==> src/rtl/val_rr_arbiter_pkg.sv <==
// Shared types for the three-way round-robin burst arbiter: requester index,
// FSM state and one-hot grant encodings.
package val_rr_arbiter_pkg;

   typedef logic [1:0] req_idx_t;

   localparam req_idx_t REQ_A = 2'd0;
   localparam req_idx_t REQ_B = 2'd1;
   localparam req_idx_t REQ_C = 2'd2;

   typedef enum logic {
      ST_IDLE = 1'b0,
      ST_BUSY = 1'b1
   } state_t;

   localparam logic [2:0] GNT_NONE = 3'b000;
   localparam logic [2:0] GNT_A    = 3'b001;
   localparam logic [2:0] GNT_B    = 3'b010;
   localparam logic [2:0] GNT_C    = 3'b100;

   function automatic req_idx_t idx_next(input req_idx_t idx);
      return (idx == REQ_C) ? REQ_A : idx + 2'd1;
   endfunction

   function automatic req_idx_t onehot_to_idx(input logic [2:0] gnt);
      req_idx_t idx;
      case (gnt)
         GNT_B:   idx = REQ_B;
         GNT_C:   idx = REQ_C;
         default: idx = REQ_A;
      endcase
      return idx;
   endfunction

endpackage

==> src/rtl/val_rr_arbiter_pick3.sv <==
// Combinational round-robin pick over three requests, starting the scan at ptr_i.
// Zero latency; no handshake of its own.
module rr_pick3
   import val_rr_arbiter_pkg::*;
(
   input  logic [2:0] req_i,
   input  req_idx_t   ptr_i,
   output logic [2:0] gnt_o
);

   always_comb begin
      gnt_o = GNT_NONE;
      case (ptr_i)
         REQ_B: begin
            if (req_i[1])      gnt_o = GNT_B;
            else if (req_i[2]) gnt_o = GNT_C;
            else if (req_i[0]) gnt_o = GNT_A;
         end
         REQ_C: begin
            if (req_i[2])      gnt_o = GNT_C;
            else if (req_i[0]) gnt_o = GNT_A;
            else if (req_i[1]) gnt_o = GNT_B;
         end
         default: begin
            if (req_i[0])      gnt_o = GNT_A;
            else if (req_i[1]) gnt_o = GNT_B;
            else if (req_i[2]) gnt_o = GNT_C;
         end
      endcase
   end

endmodule

==> src/rtl/val_rr_arbiter.sv <==
// Round-robin burst arbiter for three requesters into one registered output channel.
// Grant one cycle after request, data two cycles after; beats stall while output is full and downstream not ready.
module val_rr_arbiter
   import val_rr_arbiter_pkg::*;
#(
   parameter int N         = 32,
   parameter int MAX_BURST = 4
) (
   input  logic         clk,
   input  logic         rst,
   input  logic [N-1:0] IN_valA,
   input  logic         IN_validA,
   input  logic         IN_lastA,
   output logic         OUT_readyA,
   input  logic [N-1:0] IN_valB,
   input  logic         IN_validB,
   input  logic         IN_lastB,
   output logic         OUT_readyB,
   input  logic [N-1:0] IN_valC,
   input  logic         IN_validC,
   input  logic         IN_lastC,
   output logic         OUT_readyC,
   input  logic         IN_ctrl,
   input  logic         IN_ready,
   output logic [N-1:0] OUT_valA,
   output logic         OUT_valid,
   output logic         OUT_last,
   output logic [2:0]   OUT_grant
);

   localparam int CW = $clog2(MAX_BURST + 1);

   state_t         state_q, state_d;
   logic [2:0]     grant_q, grant_d;
   req_idx_t       ptr_q, ptr_d;
   logic [CW-1:0]  cnt_q, cnt_d;
   logic [N-1:0]   data_q;
   logic           valid_q;
   logic           last_q;

   logic [2:0]     valid_vec;
   logic [2:0]     rdy_vec;
   logic [2:0]     pick;
   logic [N-1:0]   sel_data;
   logic           sel_last;
   logic           space;
   logic           accept;
   logic [CW-1:0]  cnt_inc;
   logic           final_beat;

   assign valid_vec = {IN_validC, IN_validB, IN_validA};

   rr_pick3 u_pick (
      .req_i (valid_vec),
      .ptr_i (ptr_q),
      .gnt_o (pick)
   );

   always_comb begin
      sel_data = IN_valA;
      sel_last = IN_lastA;
      case (grant_q)
         GNT_B: begin
            sel_data = IN_valB;
            sel_last = IN_lastB;
         end
         GNT_C: begin
            sel_data = IN_valC;
            sel_last = IN_lastC;
         end
         default: ;
      endcase
   end

   assign space      = !valid_q || IN_ready;
   assign rdy_vec    = grant_q & {3{space}};
   assign accept     = |(rdy_vec & valid_vec);
   assign cnt_inc    = cnt_q + CW'(1);
   // The beat that fills MAX_BURST ends the burst even without a last flag.
   assign final_beat = accept && (sel_last || (cnt_inc == CW'(MAX_BURST)));

   always_ff @(posedge clk or posedge rst) begin
      if (rst) begin
         state_q <= ST_IDLE;
         grant_q <= GNT_NONE;
         ptr_q   <= REQ_A;
         cnt_q   <= '0;
      end else begin
         state_q <= state_d;
         grant_q <= grant_d;
         ptr_q   <= ptr_d;
         cnt_q   <= cnt_d;
      end
   end

   always_comb begin
      state_d = state_q;
      grant_d = grant_q;
      ptr_d   = ptr_q;
      cnt_d   = cnt_q;
      case (state_q)
         ST_IDLE: begin
            if (IN_ctrl && (|valid_vec)) begin
               grant_d = pick;
               state_d = ST_BUSY;
            end
         end
         ST_BUSY: begin
            if (final_beat) begin
               grant_d = GNT_NONE;
               ptr_d   = idx_next(onehot_to_idx(grant_q));
               cnt_d   = '0;
               state_d = ST_IDLE;
            end else if (accept) begin
               cnt_d = cnt_inc;
            end
         end
         default: state_d = ST_IDLE;
      endcase
   end

   always_comb begin
      OUT_readyA = rdy_vec[0];
      OUT_readyB = rdy_vec[1];
      OUT_readyC = rdy_vec[2];
      OUT_valA   = data_q;
      OUT_valid  = valid_q;
      OUT_last   = last_q;
      OUT_grant  = grant_q;
   end

   // Output register holds everything while a beat waits on downstream.
   always_ff @(posedge clk or posedge rst) begin
      if (rst) begin
         data_q  <= '0;
         valid_q <= 1'b0;
         last_q  <= 1'b0;
      end else if (accept) begin
         data_q  <= sel_data;
         valid_q <= 1'b1;
         last_q  <= final_beat;
      end else if (IN_ready) begin
         valid_q <= 1'b0;
         last_q  <= 1'b0;
      end
   end

endmodule

==> config.mk <==
export PLATFORM = sky130hd
export DESIGN_NAME = val_rr_arbiter
export DESIGN_NICKNAME = d
export VERILOG_FILES = /design/src/rtl/val_rr_arbiter_pkg.sv /design/src/rtl/val_rr_arbiter_pick3.sv /design/src/rtl/val_rr_arbiter.sv
export SDC_FILE = /design/constraint.sdc
export NUM_CORES = 1
export LEC_CHECK = 0
export ABC_AREA = 1
export CORE_UTILIZATION = 41
export DETAILED_ROUTE_END_ITERATION = 10
export PLACE_DENSITY = 0.95
export REMOVE_ABC_BUFFERS = 1
export SYNTH_ARGS = -nofsm -noshare
export SYNTH_HDL_FRONTEND = slang
export SYNTH_SLANG_ARGS = --single-unit
==> constraint.sdc <==
create_clock -name clk -period 4.2 [get_ports clk]
set_clock_uncertainty 0.2 [all_clocks]
set_input_delay 0.63 -clock clk [delete_from_list [all_inputs] [get_ports clk]]
set_output_delay 0.63 -clock clk [all_outputs]
set_load 0.005 [all_outputs]
* After elaboration in Yosys (flattened, before gate mapping) *
Cells that the tools add are included.
W data, S select, Z words.

word-level totals
  logic and storage cells = 59
  input port bits = 106
  register bits = 43

operators by class
  add/sub/neg operators = 2
  mux-type cells = 27
  equality and inequality tests = 8
  reductions and logical operators = 12
  bitwise logic cells = 3

operators by type and width
  operator               count
  $pmux W32 S2           1
  $mux W3                11
  $pmux W3 S2            2
  $mux W2                4
  $and A3 B3 Y3          2
  $eq A3 B3 Y1 const B   2
  $mux W1                6
  $reduce_and A2 Y1      3
  $reduce_or A3 Y1       2
  $eq A2 B2 Y1 const B   2
  $pmux W1 S2            2
  $pmux W2 S2            1
  $reduce_bool A2 Y1     2
  $add A3 B1 Y3 const B  1
  $eq A3 B2 Y1 const B   1
  $add A2 B1 Y2 const B  1
  $eq A2 B1 Y1 const B   1
  $logic_and A1 B1 Y1    2
  $logic_or A1 B1 Y1     2
  $ne A2 B1 Y1 const B   1
  $ne A2 B2 Y1 const B   1
  $logic_not A1 Y1       1
  $not A1 Y1             1

* Longest topological paths before layout *
Gate-level depths: netlist (run 1).

  depth in word-level cells = 10
  mapped depth = 11
  gate-level depth less buffers = 11

* Modules after synthesis *
A second synthesis (run 1) with hierarchy kept.

unflattened totals
  cell total of the unflattened synthesis = 320
  area, all modules = 2585.0 um^2

by module, submodules not included
  module          cells an instance  times used  sequential area each (um^2)  area each (um^2)
  val_rr_arbiter  292                1           1076.0                       2438.6
  rr_pick3        28                 1           0.0                          146.4

* Worst setup path after synthesis (run 1) *
No wires, ideal clock.

  path kind = input -> register
  start point = input IN_ready
  end point = register state_q
  buffers on the path = 2
  required time = 3877 ps
  data arrival time = 1513 ps
  stages = 9
  setup slack = 2364 ps
  library setup time = 123 ps
  cell sequence = inv_1 > nand2_1 > nand3_1 > nand3_1 > buf_2 > buf_2 > nand2_1 > nand2_1 > nand2_1

between the ends
  longest elaborated chain between the ends = 7

RTL lines
  item                  line                   RTL
  start, declared       val_rr_arbiter.sv:24   input logic IN_ready,
  $logic_or A1 B1 Y1    val_rr_arbiter.sv:75   assign space = !valid_q || IN_ready;
  $and A3 B3 Y3         val_rr_arbiter.sv:76   assign rdy_vec = grant_q & {3{space}};
  $and A3 B3 Y3         val_rr_arbiter.sv:77   assign accept = |(rdy_vec & valid_vec);
  $reduce_or A3 Y1      val_rr_arbiter.sv:77
  $logic_and A1 B1 Y1   val_rr_arbiter.sv:80   assign final_beat = accept && (sel_last || (cnt_inc == CW'(MAX_BURST)));
  $mux W1               val_rr_arbiter.sv:109  if (final_beat) begin
  $pmux W1 S2           val_rr_arbiter.sv:101  case (state_q)
  net state_d           val_rr_arbiter.sv:33   state_t state_q, state_d;
  end signal, assigned  val_rr_arbiter.sv:89   state_q <= state_d;
  end, declared         val_rr_arbiter.sv:33

The timed path passes the listed nets, and every way through them passes these cells.
A chain may end at the register's enable or synchronous reset.

* Worst setup path in the final report (run 1) *
  start point = input IN_ready
  end point = register grant_q[1], in the netlist OUT_grant[1]

between the ends
  longest elaborated chain between the ends = 7

RTL lines
  item                         line                  RTL
  $logic_or A1 B1 Y1           val_rr_arbiter.sv:75
  $and A3 B3 Y3                val_rr_arbiter.sv:76
  $and A3 B3 Y3                val_rr_arbiter.sv:77
  $reduce_or A3 Y1             val_rr_arbiter.sv:77
  $logic_and A1 B1 Y1          val_rr_arbiter.sv:80
  $ne A2 B1 Y1 (no line)       n/a
  $reduce_and A2 Y1 (no line)  n/a
  end signal, assigned         val_rr_arbiter.sv:90  grant_q <= grant_d;
  end, declared                val_rr_arbiter.sv:34  logic [2:0] grant_q, grant_d;

Every way passes these cells.

==> results by group, run 1 <==
Synth
  • EDFF count, synth: 0
  • Seq cells post-synth: 43
  • XOR/XNOR Fraction of Synth Area: 0%
  • Sequential-to-total area share from yosys stat: 42.5%
  • Dominant cells by area after synthesis: dfrtp_1 (43%), o21ai_0 (9.9%), nand2_1 (9.3%)
  • Netlist cell types: 23
  • Post-Synth Adder-Cell Area: 1.98%
  • Synthesized instance count: 337
  • Most used DFF post-synth: dfrtp_1
  • Async SR Flop Fraction: 100%
  • Area share of the largest cell type after synthesis: 42.5%
  • Synth Area in Simple Gates: 26.3%
  • Yosys top cell by area: dfrtp_1
  • Mux cell area share after synthesis: 0%
  • Ys Warns: 0
  • Post-synthesis compound-gate area fraction: 18.5%
  • Main combinational cell family by area after synthesis: simple AND/OR/NAND/NOR gates
  • Syn_area_per_cell: 7.51 µm²
  • Mapped Area: 0.00253 mm²

Global route
  • Grt met2 use: 43.3%
  • Global-route usage over all layers: 23.5%
  • M1 GR Usage: 25.5%
  • Met3 Use GR: 5.11%
  • Total grt overflow: 0
  • Number of global-route vias before repair: 2617
  • Gr busiest metal: met2
  • Largest net degree at the start of global routing: 49
  • Global-route wire length before repair: 11700 µm
  • Initial antenna violation count: 0

Critical path
  • Reg2reg path depth: 6
  • Most Frequent Cell on Critical Path: nand2_1
  • Worst Setup SP: IN_ready
  • CP max FO: 21
  • Worst setup SP type: input port
  • Largest stage delay, worst path: 0.54 ns
  • R2r startpoint: OUT_grant[0]$_DFFE_PP0P_
  • R2R Setup Slk: 1.49 ns
  • Reg2reg end: OUT_valA[17]$_DFFE_PP0P_
  • Crit path kind: in2reg
  • Req. time, crit path: 4.18 ns
  • Critical Path AT: 2.70 ns
  • Crit-path cells: clkdlybuf4s50_1, inv_1, nand2_1, nand3_1, nand3_1, nand2_1, inv_1, nand2_4, nand2_2, nand2_1, nand2_1
  • Critical-path top delay cell: nand3_1
  • CP Capture Point: OUT_grant[1]$_DFFE_PP0P_
  • Crit end category: flop

Layout
  • Fillers: 474
  • Nets: 580
  • Most frequent cells in the layout: clkdlybuf4s50_1 (145), nand2_1 (63), o21ai_0 (50)
  • Area Growth Syn to Fin: 60.7%
  • Inserted Diodes: 0
  • Final core occ: 68.7%
  • Finished Layout Cells: 546
  • Share of layout cells above drive strength 1: 3.82%
  • Most common cell after layout, fill and taps aside: clkdlybuf4s50_1

Clocking
  • Post-cts resize count: 0
  • Max Root-Sink Buffers: 2
  • Post-CTS setup buffer count: 0
  • CTS Root Cell: clkbuf_8
  • Htree depth: 2
  • Cts-stage hold buffer count: 0
  • Clock slew at reported path FFs: 0.08 ns
  • Clock Sinks: 43
  • Cts bufs inserted: 5
  • TritonCTS clock tree: yes
  • Clock insertion delay at the later pin of the skew report: 0.29 ns

Routing
  • Drt drc: 0
  • Mean number of vias per cell: 5.23
  • Final ANT Viol Nets: 0
  • First DRT Iteration DRCs: 126
  • Pre-antenna DRT Iters: 7
  • Routed WL: 7680 µm
  • Vias: 2857
  • WL per Instance: 14.1 µm

Timing
  • Max Fclk: 0.368 GHz
  • Unrepaired setup endpoints after global routing: false
  • Fin crit period: 2.72 ns
  • Setup_tns: 0 ns
  • Pins Over Slew Limit: 0
  • Setup ws final: 1.48 ns
  • Slew HR: 42.6%
  • Final setup viols: 0
  • Fin crit share: 64.7%
  • Least-Margin Pin Slew: 0.860 ns
  • Final Hold Viols: 0

Pwr
  • Power Total: 2.54 mW
  • Psw: 1.10 mW
  • Internal Power: 1.43 mW
  • Leakage: 1.78 nW
  • Flop pwr share: 29.3%
  • Comb pwr share: 60.9%
  • Sw Ratio: 43.6%
  • PD cells: 624 mW/mm²
  • Clock network power share: 9.8%
  • Peak supply drop: 0.385 mV

Run
  • # Max-Cap Violations: 0

Die
  • Row count: 28
  • Die height: 80.6 µm
  • Core area: 0.00592 mm²
  • Num ports: 146
  • Die area: 0.00649 mm²
  • Starting Density: 42.7%
  • Die width: 80.6 µm

Place
  • Pre-CTS setup slack: 1.21 ns
  • GPL Wtd Cong: 0.793
  • Dpl cells: 538
  • Hpwl dp: 5730 µm
  • Port Buffers: 145

Status
  • Status: complete, no violations

Hold path
  • Worst min path class: reg2reg
-- Yosys cell counts (2+ instances only) --
| master | number |
|---|---|
| nand2_1 | 63 |
| o21ai_0 | 50 |
| nand3_1 | 45 |
| dfrtp_1 | 43 |
| inv_1 | 40 |
| a21oi_1 | 27 |
| nand4_1 | 18 |
| clkbuf_1 | 10 |
| o21a_1 | 9 |
| buf_2 | 6 |
| ha_1 | 4 |
| buf_4 | 3 |
| nand2_4 | 3 |
| nor2_1 | 3 |
| and2_1 | 2 |
| buf_1 | 2 |
| buf_6 | 2 |
| nor2_2 | 2 |
-- cell families after synthesis --
group | after synthesis
and+or+nand+nor | 139
AOI/OAI and AO/OA | 88
buffers and inverters | 63
DFF | 43
adders and majority gates | 4
-- critical path: cells and delay by family --
family | cells | cell delay [ns]
buf+inv | 3 | 0.66
simple gates | 8 | 1.41
-- sequential cells by signal, indices dropped and copies added, names as in the netlist --
| register | count |
|---|---|
| OUT_grant | 3 |
| OUT_valid | 1 |
| cnt_q | 3 |
| OUT_last | 1 |
| state_q | 1 |
| ptr_q | 2 |
| OUT_valA | 32 |
-- routing by layer --
metal	share of wire, %	vias to the layer above
li1	-	1398
met1	38	1314
met2	51	124
met3	9.3	21
met4	2.3	0
met5	0	-
-- cell type report --
class | instances | area [µm²] | share of cell area [%]
clock buffers | 7 | 76.3 | 1.88
clock inverters | 1 | 5.00 | 0.123
inverters | 40 | 150 | 3.69
multi-input cells | 231 | 1180 | 29.1
flip-flops and latches | 43 | 1080 | 26.5
well taps | 75 | 93.8 | 2.31
repair buffers | 149 | 1480 | 36.4
-- power by group through the flow --
stage | combinational, mW | clock (mW) | sequential [mW]
2_1_floorplan | 0.756 | 0 | 0.770
3_3_place_gp | 1.49 | 0 | 0.739
3_5_place_dp | 1.54 | 0 | 0.749
4_1_cts | 1.55 | 0.256 | 0.743
5_1_grt | 1.73 | 0.267 | 0.766
6_report | 1.54 | 0.249 | 0.743
-- per-stage QoR --
step,hold slack (ns),area (µm²)
after global placement,0.265,3990
final,0.287,4070
after detailed placement,0.272,3990
after floorplan,0.270,2410
after global routing,0.318,4070
after CTS,0.292,4070
-- how the worst min path moves through the flow --
stage	startpoint	to	slack, ns	depth (start not counted)
after floorplan	ptr_q[0]$_DFFE_PP0P_	ptr_q[0]$_DFFE_PP0P_	0.27	2
after global placement	OUT_valA[17]$_DFFE_PP0P_	OUT_valA[17]$_DFFE_PP0P_	0.26	2
after detailed placement	OUT_valA[20]$_DFFE_PP0P_	OUT_valA[20]$_DFFE_PP0P_	0.27	2
after CTS	OUT_valA[20]$_DFFE_PP0P_	OUT_valA[20]$_DFFE_PP0P_	0.29	2
after global routing	OUT_valA[9]$_DFFE_PP0P_	OUT_valA[9]$_DFFE_PP0P_	0.32	2
final	OUT_valA[20]$_DFFE_PP0P_	OUT_valA[20]$_DFFE_PP0P_	0.29	2
No activity file was read; power rests on OpenSTA's default activity.
==> inputs of run 2 (changes only) <==
--- a/config.mk
+++ b/config.mk
@@ -6,9 +6,9 @@
 export NUM_CORES = 1
 export LEC_CHECK = 0
 export ABC_AREA = 1
-export CORE_UTILIZATION = 41
+export CORE_UTILIZATION = 38
 export DETAILED_ROUTE_END_ITERATION = 10
-export PLACE_DENSITY = 0.95
+export PLACE_DENSITY = 0.92
 export REMOVE_ABC_BUFFERS = 1
 export SYNTH_ARGS = -nofsm -noshare
 export SYNTH_HDL_FRONTEND = slang
==> constraint.sdc (replaced) <==
create_clock -name clk -period 2.8 [get_ports clk]
set_clock_uncertainty 0.2 [all_clocks]
set_input_delay 0.42 -clock clk [delete_from_list [all_inputs] [get_ports clk]]
set_output_delay 0.42 -clock clk [all_outputs]
set_load 0.005 [all_outputs]
==> results by group, run 2 (synthesis gave the netlist of run 1 again) <==
Status
  • Status: complete, no violations

Layout
  • Inserted Diodes: 0
  • Most frequent cells in the layout: clkdlybuf4s50_1 (145), nand2_1 (63), o21ai_0 (50)
  • Register area: 0.00108 mm²
  • Nets: 583
  • Multi-input gate area: 0.00118 mm²
  • Most common cell after layout, fill and taps aside: clkdlybuf4s50_1
  • Max FFs per register: 32
  • Finished Cell Area: 0.00410 mm²
  • Share of layout cells above drive strength 1: 4.64%
  • Fillers: 547
  • Area Growth Syn to Fin: 61.9%

Global route
  • Global-route wire length before repair: 13000 µm
  • Number of global-route vias before repair: 2812
  • Total grt overflow: 0
  • Largest net degree at the start of global routing: 49
  • Initial antenna violation count: 0
  • Global-route usage over all layers: 23.0%

Clocking
  • Clock Sinks: 43
  • Cts bufs inserted: 5
  • Htree depth: 2
  • Post-cts resize count: 0
  • Clock insertion delay at the later pin of the skew report: 0.29 ns
  • Max Root-Sink Buffers: 2
  • Clock slew at reported path FFs: 0.08 ns
  • Post-CTS setup buffer count: 0
  • CTS Root Cell: clkbuf_8
  • TritonCTS clock tree: yes
  • Cts-stage hold buffer count: 0

Critical path
  • Crit path kind: reg2out
  • Critical Path AT: 1.71 ns
  • Crit end category: output port
  • Req. time, crit path: 2.18 ns
  • CP max FO: 10
  • Worst setup SP type: flop

Die
  • Die area: 0.00699 mm²
  • Die height: 83.6 µm
  • Row count: 29
  • Starting Density: 39.6%
  • Die width: 83.6 µm
  • Core area: 0.00639 mm²
  • Num ports: 146

Place
  • Placed Area: 0.00401 mm²
  • Hpwl dp: 6020 µm
  • GPL Wtd Cong: 0.865
  • Pre-CTS setup slack: 0.529 ns
  • Port Buffers: 145

Pwr
  • Power Total: 3.84 mW
  • Leakage: 1.80 nW
  • Flop pwr share: 28.6%
  • Comb pwr share: 61.6%
  • PD cells: 939 mW/mm²
  • Psw: 1.67 mW
  • Internal Power: 2.17 mW
  • Peak supply drop: 0.664 mV
  • Sw Ratio: 43.4%
  • Clock network power share: 9.8%

Timing
  • Max Fclk: 0.430 GHz
  • Setup_tns: 0 ns
  • Slew HR: 41.3%
  • Pins Over Slew Limit: 0
  • Final Hold Viols: 0
  • Fin crit period: 2.33 ns
  • Unrepaired setup endpoints after global routing: false
  • Least-Margin Pin Slew: 0.879 ns
  • Final setup viols: 0
  • Fin crit share: 83.1%
  • Setup ws final: 0.472 ns

Routing
  • Mean number of vias per cell: 5.15
  • WL per Instance: 14.5 µm
  • First DRT Iteration DRCs: 106
  • Drt drc: 0
  • Routed WL: 7970 µm
  • Final ANT Viol Nets: 0
  • Pre-antenna DRT Iters: 4
  • Vias: 2839

Hold path
  • Worst min path class: reg2reg

Run
  • # Max-Cap Violations: 0
[run 2: path summary, 6_finish.rpt]
| path | startpoint | endpoint | slack (ns) | cells after the start |
|---|---|---|---|---|
| setup / recovery | OUT_grant[1]$_DFFE_PP0P_ | OUT_readyB | 0.47 | 3 |
| hold / removal | OUT_valA[10]$_DFFE_PP0P_ | OUT_valA[10]$_DFFE_PP0P_ | 0.29 | 2 |
| setup reg to reg | OUT_grant[0]$_DFFE_PP0P_ | OUT_valA[8]$_DFFE_PP0P_ | 0.55 | 6 |
| hold reg to reg | OUT_valA[10]$_DFFE_PP0P_ | OUT_valA[10]$_DFFE_PP0P_ | 0.29 | 2 |
| max in group asynchronous | rst | OUT_valA[7]$_DFFE_PP0P_ | 1.41 | 2 |
| min in group asynchronous | rst | state_q$_DFF_PP0_ | 0.44 | 2 |
[run 2: critical path, stage by stage, from the launching register on]
cell	delay [ns]
dfrtp_1	0.49
buf_4	0.22
a21boi_0	0.19
clkdlybuf4s50_1	0.52
[run 2: power by group through the flow]
stage / Sequential (mW) / Clock [mW] / Combinational (mW)
final: 1.10 / 0.376 / 2.37
after floorplan: 1.16 / 0 / 1.13
after global routing: 1.13 / 0.426 / 2.63
after global placement: 1.09 / 0 / 2.28
after CTS: 1.10 / 0.393 / 2.39
after detailed placement: 1.11 / 0 / 2.39
[run 2: area by class of cell]
class | count | share of cell area [%]
Multi-Input combinational cell | 231 | 28.9
Tap cell | 77 | 2.35
Clock buffer | 6 | 1.77
Sequential cell | 43 | 26.3
Clock inverter | 2 | 0.306
Inverter | 40 | 3.67
Timing Repair Buffer | 152 | 36.7
[run 2: per-layer routing]
metal  global-route usage [%]  share of wire, %  up-vias
met1                     26.4                40     1306
met2                     42.9                51      120
li1                         -                 -     1401
met3                     5.54               7.4       12
met4                     5.24               1.3        0
met5                        0                 0        -
[run 2: metrics by stage]
step,hold WS [ns],cells,utilization (%)
5_1_grt,0.314,551,64.1
6_report,0.289,551,64.1
2_1_floorplan,0.270,314,-
3_5_place_dp,0.272,543,62.8
4_1_cts,0.292,551,64.1
3_3_place_gp,0.264,543,62.8
==> inputs of run 3 (changes only) <==
--- a/config.mk
+++ b/config.mk
@@ -6,9 +6,9 @@
 export NUM_CORES = 1
 export LEC_CHECK = 0
 export ABC_AREA = 1
-export CORE_UTILIZATION = 38
+export CORE_UTILIZATION = 35
 export DETAILED_ROUTE_END_ITERATION = 10
-export PLACE_DENSITY = 0.92
+export PLACE_DENSITY = 0.9
 export REMOVE_ABC_BUFFERS = 1
 export SYNTH_ARGS = -nofsm -noshare
 export SYNTH_HDL_FRONTEND = slang
==> constraint.sdc (replaced) <==
create_clock -name clk -period 1.88 [get_ports clk]
set_clock_uncertainty 0.2 [all_clocks]
set_input_delay 0.282 -clock clk [delete_from_list [all_inputs] [get_ports clk]]
set_output_delay 0.282 -clock clk [all_outputs]
set_load 0.005 [all_outputs]
==> results by group, run 3 (synthesis gave the netlist of run 1 again) <==
Status
  • Status: complete, no violations

Die
  • Row count: 30
  • Die width: 87.0 µm
  • Core area: 0.00691 mm²
  • Starting Density: 36.6%
  • Die height: 87.0 µm
  • Num ports: 146
  • Die area: 0.00757 mm²

Critical path
  • Crit-path leading delay family: buffers and inverters
  • Critical Path AT: 1.36 ns
  • Worst setup SP type: flop
  • Crit-path cells: buf_4, clkdlybuf4s50_1
  • Req. time, crit path: 1.40 ns
  • Critical-path top delay cell: clkdlybuf4s50_1
  • Crit path kind: reg2out
  • CP max FO: 8
  • Largest stage delay, worst path: 0.50 ns
  • Crit end category: output port
  • Number of buffers and inverters on the critical path: 2

Pwr
  • Leakage: 1.91 nW
  • PD cells: 1440 mW/mm²
  • Peak supply drop: 0.857 mV

Routing
  • Routed WL: 8300 µm
  • Pre-antenna DRT Iters: 4
  • Mean number of vias per cell: 5.03
  • Final ANT Viol Nets: 0
  • WL per Instance: 14.1 µm
  • Vias: 2951
  • Drt drc: 0
  • First DRT Iteration DRCs: 87

Timing
  • Final setup viols: 0
  • Unrepaired setup endpoints after global routing: true
  • Fin crit period: 1.84 ns
  • Least-Margin Pin Slew: 0.261 ns
  • Final Hold Viols: 0
  • Pins Over Slew Limit: 0
  • Fin crit share: 97.8%
  • Setup_tns: 0 ns
  • Slew HR: 82.4%
  • Setup ws final: 0.0410 ns
  • Max Fclk: 0.544 GHz

Layout
  • Inserted Diodes: 0
  • Nets: 600
  • Share of layout cells above drive strength 1: 8.76%
  • Max FFs per register: 32
  • Area Growth Syn to Fin: 69.5%
  • Most frequent cells in the layout: clkdlybuf4s50_1 (142), nand2_1 (63), o21ai_0 (50)
  • Fillers: 618
  • Most common cell after layout, fill and taps aside: clkdlybuf4s50_1

Clocking
  • CTS Root Cell: clkbuf_8
  • Clock insertion delay at the later pin of the skew report: 0.29 ns
  • Cts bufs inserted: 5
  • Htree depth: 2
  • TritonCTS clock tree: yes
  • Clock slew at reported path FFs: 0.08 ns
  • Clock Sinks: 43
  • Max Root-Sink Buffers: 2

Global route
  • Number of global-route vias before repair: 2888
  • Global-route wire length before repair: 12700 µm
  • Global-route usage over all layers: 21.4%
  • Total grt overflow: 0
  • Initial antenna violation count: 0
  • Largest net degree at the start of global routing: 47

Place
  • Pre-CTS setup slack: -0.168 ns
  • GPL Wtd Cong: 0.861
  • Hpwl dp: 6380 µm
  • Port Buffers: 145

Hold path
  • Worst min path class: in2async

Run
  • # Max-Cap Violations: 0
## run 3: cell count changes in the layout (fill, tap and decap cells not counted), sizes merged
cell	before	now
buf	7	24
clkdlybuf4s50	145	142
dlygate4sd2	0	3
clkbuf	6	7
clkinvlp	1	0
## run 3: repair_timing
item                                    in CTS  in global routing
hold endpoints to repair                     0                  0
endpoints found under the setup margin       5                 11
resized for setup                            6                  3
hold buffers                                 0                  0
buffers inserted                             3                  2
## run 3: worst paths after layout
| check | start | slack [ns] | cells past startpoint | to |
|---|---|---|---|---|
| min | rst | 0.15 | 3 | OUT_valA[11]$_DFFE_PP0P_ |
| max reg2reg | OUT_grant[1]$_DFFE_PP0P_ | 0.07 | 8 | OUT_valA[25]$_DFFE_PP0P_ |
| min reg2reg | OUT_valA[30]$_DFFE_PP0P_ | 0.29 | 2 | OUT_valA[30]$_DFFE_PP0P_ |
| min in group clk | OUT_valA[30]$_DFFE_PP0P_ | 0.29 | 2 | OUT_valA[30]$_DFFE_PP0P_ |
| max in group asynchronous | rst | 1.11 | 3 | OUT_grant[0]$_DFFE_PP0P_ |
| max | OUT_grant[1]$_DFFE_PP0P_ | 0.04 | 2 | OUT_grant[1] |
## run 3: power by group
part / leakage, nW / internal (mW) / switching, mW
registers: 0.528 / 1.37 / 0.271
logic: 1.34 / 1.95 / 2.02
clock network: 0.0422 / 0.261 / 0.294
## run 3: stage by stage
step	cells	hold WS [ns]	cell area (µm²)	utilization (%)	total power, mW
6_report	587	0.151	4290	62.1	6.16
5_1_grt	587	0.167	4290	62.1	6.66
4_1_cts	585	0.153	4250	61.6	6.05
3_5_place_dp	574	0.272	4150	60.1	5.44
3_3_place_gp	574	0.265	4150	60.1	5.25
2_1_floorplan	314	0.270	2410	-	3.41
## run 3: metal layers
metal	global-route usage (%)	up-vias	share of wire (%)
met5	0	-	0
met3	4.64	6	7.4
met4	5.91	0	0.58
met1	23.7	1393	41
met2	40.8	117	51
li1	-	1435	-
## run 3: worst min-delay path, cell delays in order
cell and delay, ns:
clkdlybuf4s50_1 0.42, inv_2 0.07, buf_12 0.23
## run 3: layout make-up
class | count | area (µm²) | share of cell area, %
Inverter | 40 | 150 | 3.50
Clock buffer | 7 | 76.3 | 1.78
Tap cell | 96 | 120 | 2.80
Timing Repair Buffer | 169 | 1670 | 38.9
Sequential cell | 43 | 1080 | 25.2
Multi-Input combinational cell | 231 | 1190 | 27.7
Clock inverter | 1 | 5.00 | 0.117
